==> src/rtl/msg_generator.sv <==
// msg_generator
//   Test-message source for the AES adder/remover path. Each accepted start
//   emits msg_words 32-bit words on an Avalon-ST source interface with
//   sop/eop framing and ready/valid backpressure. Word format:
//   {msg_id[7:0], PATTERN[15:0], idx[7:0]}. msg_id advances once per
//   completed non-empty message.
//
// Ports
//   clk            system clock, rising edge
//   rst            synchronous reset, active-high
//   msg_words      word count, sampled only on an accepted start
//   msg_start      single-cycle start pulse
//   st_data        stream data
//   st_valid       stream valid
//   st_ready       sink ready
//   st_sop         first word of message
//   st_eop         last word of message
//   busy           high while sending
//   words_sent     words accepted by sink for current/last message
//   msg_done       one-cycle pulse on message completion
//   start_dropped  one-cycle pulse when a start is ignored
module msg_generator #(
  parameter int unsigned     DATA_W  = 32,
  parameter int unsigned     WORDS_W = 8,
  parameter logic [15:0]     PATTERN = 16'hA5C3
) (
  input  logic               clk,
  input  logic               rst,
  input  logic [WORDS_W-1:0] msg_words,
  input  logic               msg_start,
  output logic [DATA_W-1:0]  st_data,
  output logic               st_valid,
  input  logic               st_ready,
  output logic               st_sop,
  output logic               st_eop,
  output logic               busy,
  output logic [WORDS_W-1:0] words_sent,
  output logic               msg_done,
  output logic               start_dropped
);

  typedef enum logic {
    IDLE = 1'b0,
    SEND = 1'b1
  } state_t;

  state_t             state;
  logic [7:0]         msg_id;
  logic [WORDS_W-1:0] idx;
  logic [WORDS_W-1:0] n_lat;

  logic [WORDS_W-1:0] idx_nxt;
  logic               last_nxt;

  // Framing for the word that follows the current one is precomputed so
  // st_sop/st_eop/st_data can be registered alongside the index update.
  always_comb begin
    idx_nxt  = idx + WORDS_W'(1);
    last_nxt = (idx_nxt == (n_lat - WORDS_W'(1)));
  end

  always_ff @(posedge clk) begin
    if (rst) begin
      state         <= IDLE;
      msg_id        <= '0;
      idx           <= '0;
      n_lat         <= '0;
      st_data       <= '0;
      st_valid      <= 1'b0;
      st_sop        <= 1'b0;
      st_eop        <= 1'b0;
      busy          <= 1'b0;
      words_sent    <= '0;
      msg_done      <= 1'b0;
      start_dropped <= 1'b0;
    end else begin
      msg_done      <= 1'b0;
      start_dropped <= 1'b0;
      unique case (state)
        IDLE: begin
          if (msg_start) begin
            words_sent <= '0;
            if (msg_words != '0) begin
              n_lat    <= msg_words;
              idx      <= '0;
              state    <= SEND;
              st_valid <= 1'b1;
              busy     <= 1'b1;
              st_data  <= {msg_id, PATTERN, 8'(0)};
              st_sop   <= 1'b1;
              st_eop   <= (msg_words == WORDS_W'(1));
            end else begin
              // Empty message: completion pulse only, msg_id untouched.
              msg_done <= 1'b1;
            end
          end
        end
        SEND: begin
          if (msg_start) begin
            start_dropped <= 1'b1;
          end
          if (st_ready) begin
            words_sent <= words_sent + WORDS_W'(1);
            if (st_eop) begin
              state    <= IDLE;
              st_valid <= 1'b0;
              busy     <= 1'b0;
              st_sop   <= 1'b0;
              st_eop   <= 1'b0;
              st_data  <= '0;
              idx      <= '0;
              msg_done <= 1'b1;
              msg_id   <= msg_id + 8'd1;
            end else begin
              idx     <= idx_nxt;
              st_data <= {msg_id, PATTERN, 8'(idx_nxt)};
              st_sop  <= 1'b0;
              st_eop  <= last_nxt;
            end
          end
        end
        default: state <= IDLE;
      endcase
    end
  end

endmodule
==> config.mk <==
export PLATFORM = sky130hd
export DESIGN_NAME = msg_generator
export DESIGN_NICKNAME = d
export VERILOG_FILES = /design/src/rtl/msg_generator.sv
export SDC_FILE = /design/constraint.sdc
export NUM_CORES = 1
export LEC_CHECK = 0
export CELL_PAD_IN_SITES_DETAIL_PLACEMENT = 0
export CELL_PAD_IN_SITES_GLOBAL_PLACEMENT = 1
export CORE_MARGIN = 3
export CORE_UTILIZATION = 37
export CTS_BUF_LIST = sky130_fd_sc_hd__clkbuf_4 sky130_fd_sc_hd__clkbuf_8
export DETAILED_ROUTE_END_ITERATION = 12
export PLACE_DENSITY_LB_ADDON = 0.1
export SETUP_SLACK_MARGIN = 0.3
export SYNTH_ARGS = -nofsm -noshare
export SYNTH_HDL_FRONTEND = slang
export SYNTH_SLANG_ARGS = --single-unit
==> constraint.sdc <==
create_clock -name clk -period 2.6 [get_ports clk]
set_input_delay 0.26 -clock clk [delete_from_list [all_inputs] [get_ports clk]]
set_output_delay 0.26 -clock clk [all_outputs]
set_load 0.02 [all_outputs]
== After elaboration in Yosys (flattened, before gate mapping) ==
Cells that the tools add are included.

* Input port bits: 12
* Flip-flop bits (word level): 70
* Word-level logic and storage cells: 65
* Output and inout port bits: 46

* Mux-type cells: 36
* Reduce and logical (&&, ||, !) cells: 7
* Equal/unequal tests: 6
* Bitwise operators: 1
* Add/sub/neg operators: 4

{| class="wikitable"
|+ Operators by type and width
! kind !! count
|-
| $mux W32 || 4
|-
| $pmux W32 S2 || 1
|-
| $mux W8 || 6
|-
| $pmux W8 S2 || 2
|-
| $add A8 B1 Y8 const B || 3
|-
| $mux W1 || 18
|-
| $pmux W1 S2 || 5
|-
| $reduce_and A3 Y1 || 3
|-
| $eq A8 B1 Y1 const B || 1
|-
| $eq A8 B8 Y1 || 1
|-
| $ne A2 B2 Y1 const B || 4
|-
| $reduce_bool A8 Y1 || 1
|-
| $sub A8 B1 Y8 const B || 1
|-
| $reduce_and A4 Y1 || 1
|-
| $reduce_and A2 Y1 || 1
|-
| $reduce_or A2 Y1 || 1
|-
| $not A1 Y1 || 1
|}

== Longest topological paths before layout ==
* Word-level depth: 5
* Gate-level depth with buffers: 9
* Mapped depth without buffers: 7

== Least setup slack after synthesis ==
No wires, ideal clock.

* Path type: reg2reg
* Start point: register n_lat[2]
* End point: register st_eop
* Path slack: 0.719 ns
* Library setup time: 0.133 ns
* Buffers on the path: 0
* Arrival time: 1.747 ns
* Clock period less this slack: 1.881 ns
* Required time: 2.467 ns
* Cell stages (with the launch flop): 6
* Cells stage by stage: dfxtp_1 -> or4_4 -> or3_1 -> a211o_1 -> a41oi_2 -> a2111oi_2

* Longest elaborated chain between the ends: 5

{| class="wikitable"
|+ Ends and longest elaborated chain
! what !! line !! source
|-
| from (decl) || 50 || <nowiki>logic [WORDS_W-1:0] n_lat;</nowiki>
|-
| from (signal assigned) || 84 || <nowiki>n_lat <= msg_words;</nowiki>
|-
| $sub A8 B1 Y8 || 59 || <nowiki>last_nxt = (idx_nxt == (n_lat - WORDS_W'(1)));</nowiki>
|-
| $eq A8 B8 Y1 || 59 ||
|-
| $mux W1 || 104 || <nowiki>if (st_eop) begin</nowiki>
|-
| $mux W1 || 102 || <nowiki>if (st_ready) begin</nowiki>
|-
| $pmux W1 S2 || 79 || <nowiki>unique case (state)</nowiki>
|-
| to (signal assigned) || 91 || <nowiki>st_eop <= (msg_words == WORDS_W'(1));</nowiki>
|-
| to (signal assigned) || 118 || <nowiki>st_eop <= last_nxt;</nowiki>
|-
| to (decl) || 35 || <nowiki>output logic st_eop,</nowiki>
|}

Every way passes these cells. The select of a mux whose other input is x is not followed.
A chain may end at the register's enable or synchronous reset.

== Worst setup path after layout ==
* Start point: register idx[0]
* End point: register st_eop

* Longest elaborated chain between the ends: 5

{| class="wikitable"
|+ Ends and longest elaborated chain
! what !! line !! source
|-
| from (decl) || 49 || <nowiki>logic [WORDS_W-1:0] idx;</nowiki>
|-
| from (signal assigned) || 115 || <nowiki>idx <= idx_nxt;</nowiki>
|-
| $add A8 B1 Y8 || 58 || <nowiki>idx_nxt = idx + WORDS_W'(1);</nowiki>
|-
| $eq A8 B8 Y1 || 59 ||
|-
| $mux W1 || 104 ||
|-
| $mux W1 || 102 ||
|-
| $pmux W1 S2 || 79 ||
|}

Every way passes these cells. The select of a mux whose other input is x is not followed.

==> out/results.tsv <==
metric	value	unit
status	finished, final reports clean	
clock sink total	47	
vias in the first global route	1846	
Final setup viols	0	
Die Y	85.0	um
Clock Tree Root	clkbuf_8	
Setup CP Type	flop to flop	
P_leak	1.08	nW
most instantiated cells after synthesis	47 x dfxtp_1, 37 x nor2_1, 29 x nand2_1, 23 x a21oi_1, 18 x buf_4	
GRT Total Usage	15.3	%
Synth Cell Area	2310	um2
Yosys top cell by area	dfxtp_1	
sum of negative setup slack	0	ns
clock latency on the worst-skew pair	0.31	ns
ANT nets after route	0	
min Tclk post-route	2.02	ns
I/O pins	58	
Design Power	1.60	mW
unrepaired setup endpoints after global routing	false	
first-pass GRT wire length	8.91	mm
Worst-Margin Slew	0.510	ns
endpoints failing hold	0	
Hold Path Class	flop to flop	
Syn. warnings	0	
flop and latch count out of synthesis	47	
most frequent cell after synthesis	dfxtp_1	
Hold-fix buffers, CTS	0	
H-tree Lvls	2	
post-synth cell types	42	
async set-or-reset flop fraction in the synthesized netlist	0	%
largest net degree at the start of global routing	48	
gr ovfl total	0	
CP Launch Type	flop	
Yosys top cell area share	40.7	%
CTS Buffer Depth	2	
Max Clk Rate	495	MHz
CTS tree	done	
Max Cap Viol	0	
via/cell ratio	5.04	
Num CTS Buffers	5	
Worst Skew	0.0104	ns
Worst setup EP type	flop	
Worst EP required	2.81	ns
Hold WS	0.464	ns
share of cells above drive strength 1	6.69	%
Core Area	5990	um2
Initial Utilization	38.6	%
crit share post-route	77.6	%
initial antenna violation count	0	
area grow syn2layout	25.9	%
DRC	0	
sequential fraction of the synthesis area	40.7	%
ranking of synthesized cells by area	dfxtp_1 41%, nor2_1 6.0%, buf_4 5.9%	
die width	85.0	um
number of flops mapped to enable cells by yosys	0	
wire per inst	13.8	um
drt total wl	5.38	mm
critical path peak fanout	8	
n_diodes	0	
fin nets	329	
Layout fillers	597	
Rel. slew slack	66.0	%
Buffers on Ports	49	
Slew Limit Fails	0	
pwr dens	552	nW/um2
routability cong.	0.758	
cell count after synthesis	272	
vias post-DR	1961	
drt pass-1 iters	4	
Die ar.	7230	um2
Synth Flop Type	dfxtp_1	
Rows	28	
Worst-path clk slew	0.10	ns
Post-CTS Resized	0	
Peak VDD IR	0.299	mV
CP arrival	2.23	ns
DP Wirelength	3.80	mm
initial DRC count	82	
Setup Fix Bufs, Post-CTS	0	
Avg Inst Size Synth	8.49	um2
## critical path, cell delays in order, from the launching register on
cell and delay (ns):
dfxtp_1 0.50, ha_1 0.36, nand3_1 0.13, xnor2_1 0.29, xnor2_1 0.16, a41oi_1 0.14, a2111oi_2 0.35
## per-layer routing
layer  vias to the layer above  GRT usage (%)  part of all wire [%]
met4                         0           4.32                   1.2
li1                        999              -                     -
met2                        38           24.1                    46
met5                         -              0                     0
met3                         5           4.27                   3.9
met1                       919           20.5                    49
## worst paths after layout
kind	startpoint	endpoint	slack (ns)	cells past startpoint
max reg2reg	idx[0]$_SDFFE_PP0P_	st_eop$_SDFFE_PP0P_	0.58	6
min	st_sop$_SDFFE_PP0P_	st_sop$_SDFFE_PP0P_	0.46	2
min reg2reg	st_sop$_SDFFE_PP0P_	st_sop$_SDFFE_PP0P_	0.46	2
max	idx[0]$_SDFFE_PP0P_	st_eop$_SDFFE_PP0P_	0.58	6
## placed cells by master (no fill, tap or decap), types with 8 or more instances in the layout
| master | synthesis | routed |
|---|---|---|
| a22oi_1 | 11 | 11 |
| nor2_1 | 37 | 37 |
| nand2_1 | 29 | 29 |
| nand3_1 | 11 | 11 |
| conb_1 | 1 | 8 |
| dfxtp_1 | 47 | 47 |
| a21oi_1 | 23 | 23 |
| clkdlybuf4s50_1 | 0 | 49 |
| xnor2_1 | 9 | 9 |
| xor2_1 | 11 | 11 |
## through the flow
stage / utilization [%] / setup slack (ns) / area (um2) / cells
floorplan: - / 0.719 / 2340 / 279
CTS: 48.5 / 0.567 / 2910 / 389
global route: 48.5 / 0.375 / 2910 / 389
finish: 48.5 / 0.581 / 2910 / 389
global placement: 46.5 / 0.244 / 2790 / 381
detailed placement: 46.5 / 0.263 / 2790 / 381
## report_power, final
part / total [mW] / leakage (nW) / internal, mW / switching [mW]
clock network: 0.586 / 0.0618 / 0.317 / 0.270
logic: 0.256 / 0.633 / 0.114 / 0.142
registers: 0.762 / 0.381 / 0.738 / 0.0241
total: 1.60 / 1.08 / 1.17 / 0.436
## state kept, by name, summed over array words and instances, names as in the netlist
register,flops
st_data,10
msg_id,8
n_lat,8
words_sent,8
idx,7
busy,1
msg_done,1
st_eop,1
st_sop,1
start_dropped,1
state,1
## area by class of cell
type,instances,area (um2),share of cell area [%]
Clock buffer,6,82.6,2.84
Sequential cell,47,941,32.4
Inverter,4,15.0,0.516
Clock inverter,2,38.8,1.33
Tap cell,75,93.8,3.23
Multi-Input combinational cell,201,1210,41.6
Timing Repair Buffer,54,528,18.2
## cells by family (layout without fill, tap and decap cells)
| logic type | Yosys count | after routing | synth area share [%] |
|---|---|---|---|
| multiplexers | 5 | 5 | 2.22 |
| flip-flops | 47 | 47 | 40.7 |
| XOR/XNOR | 21 | 21 | 8.56 |
| buffers and inverters | 31 | 66 | 8.07 |
| adder cells (fa/ha/maj) | 4 | 4 | 2.17 |
| AND/OR/NAND/NOR | 111 | 111 | 22.9 |
| AO/OA/AOI/OAI | 52 | 52 | 15.2 |
| other | 1 | 8 | 0.162 |
No activity file was read; power rests on OpenSTA's default activity.
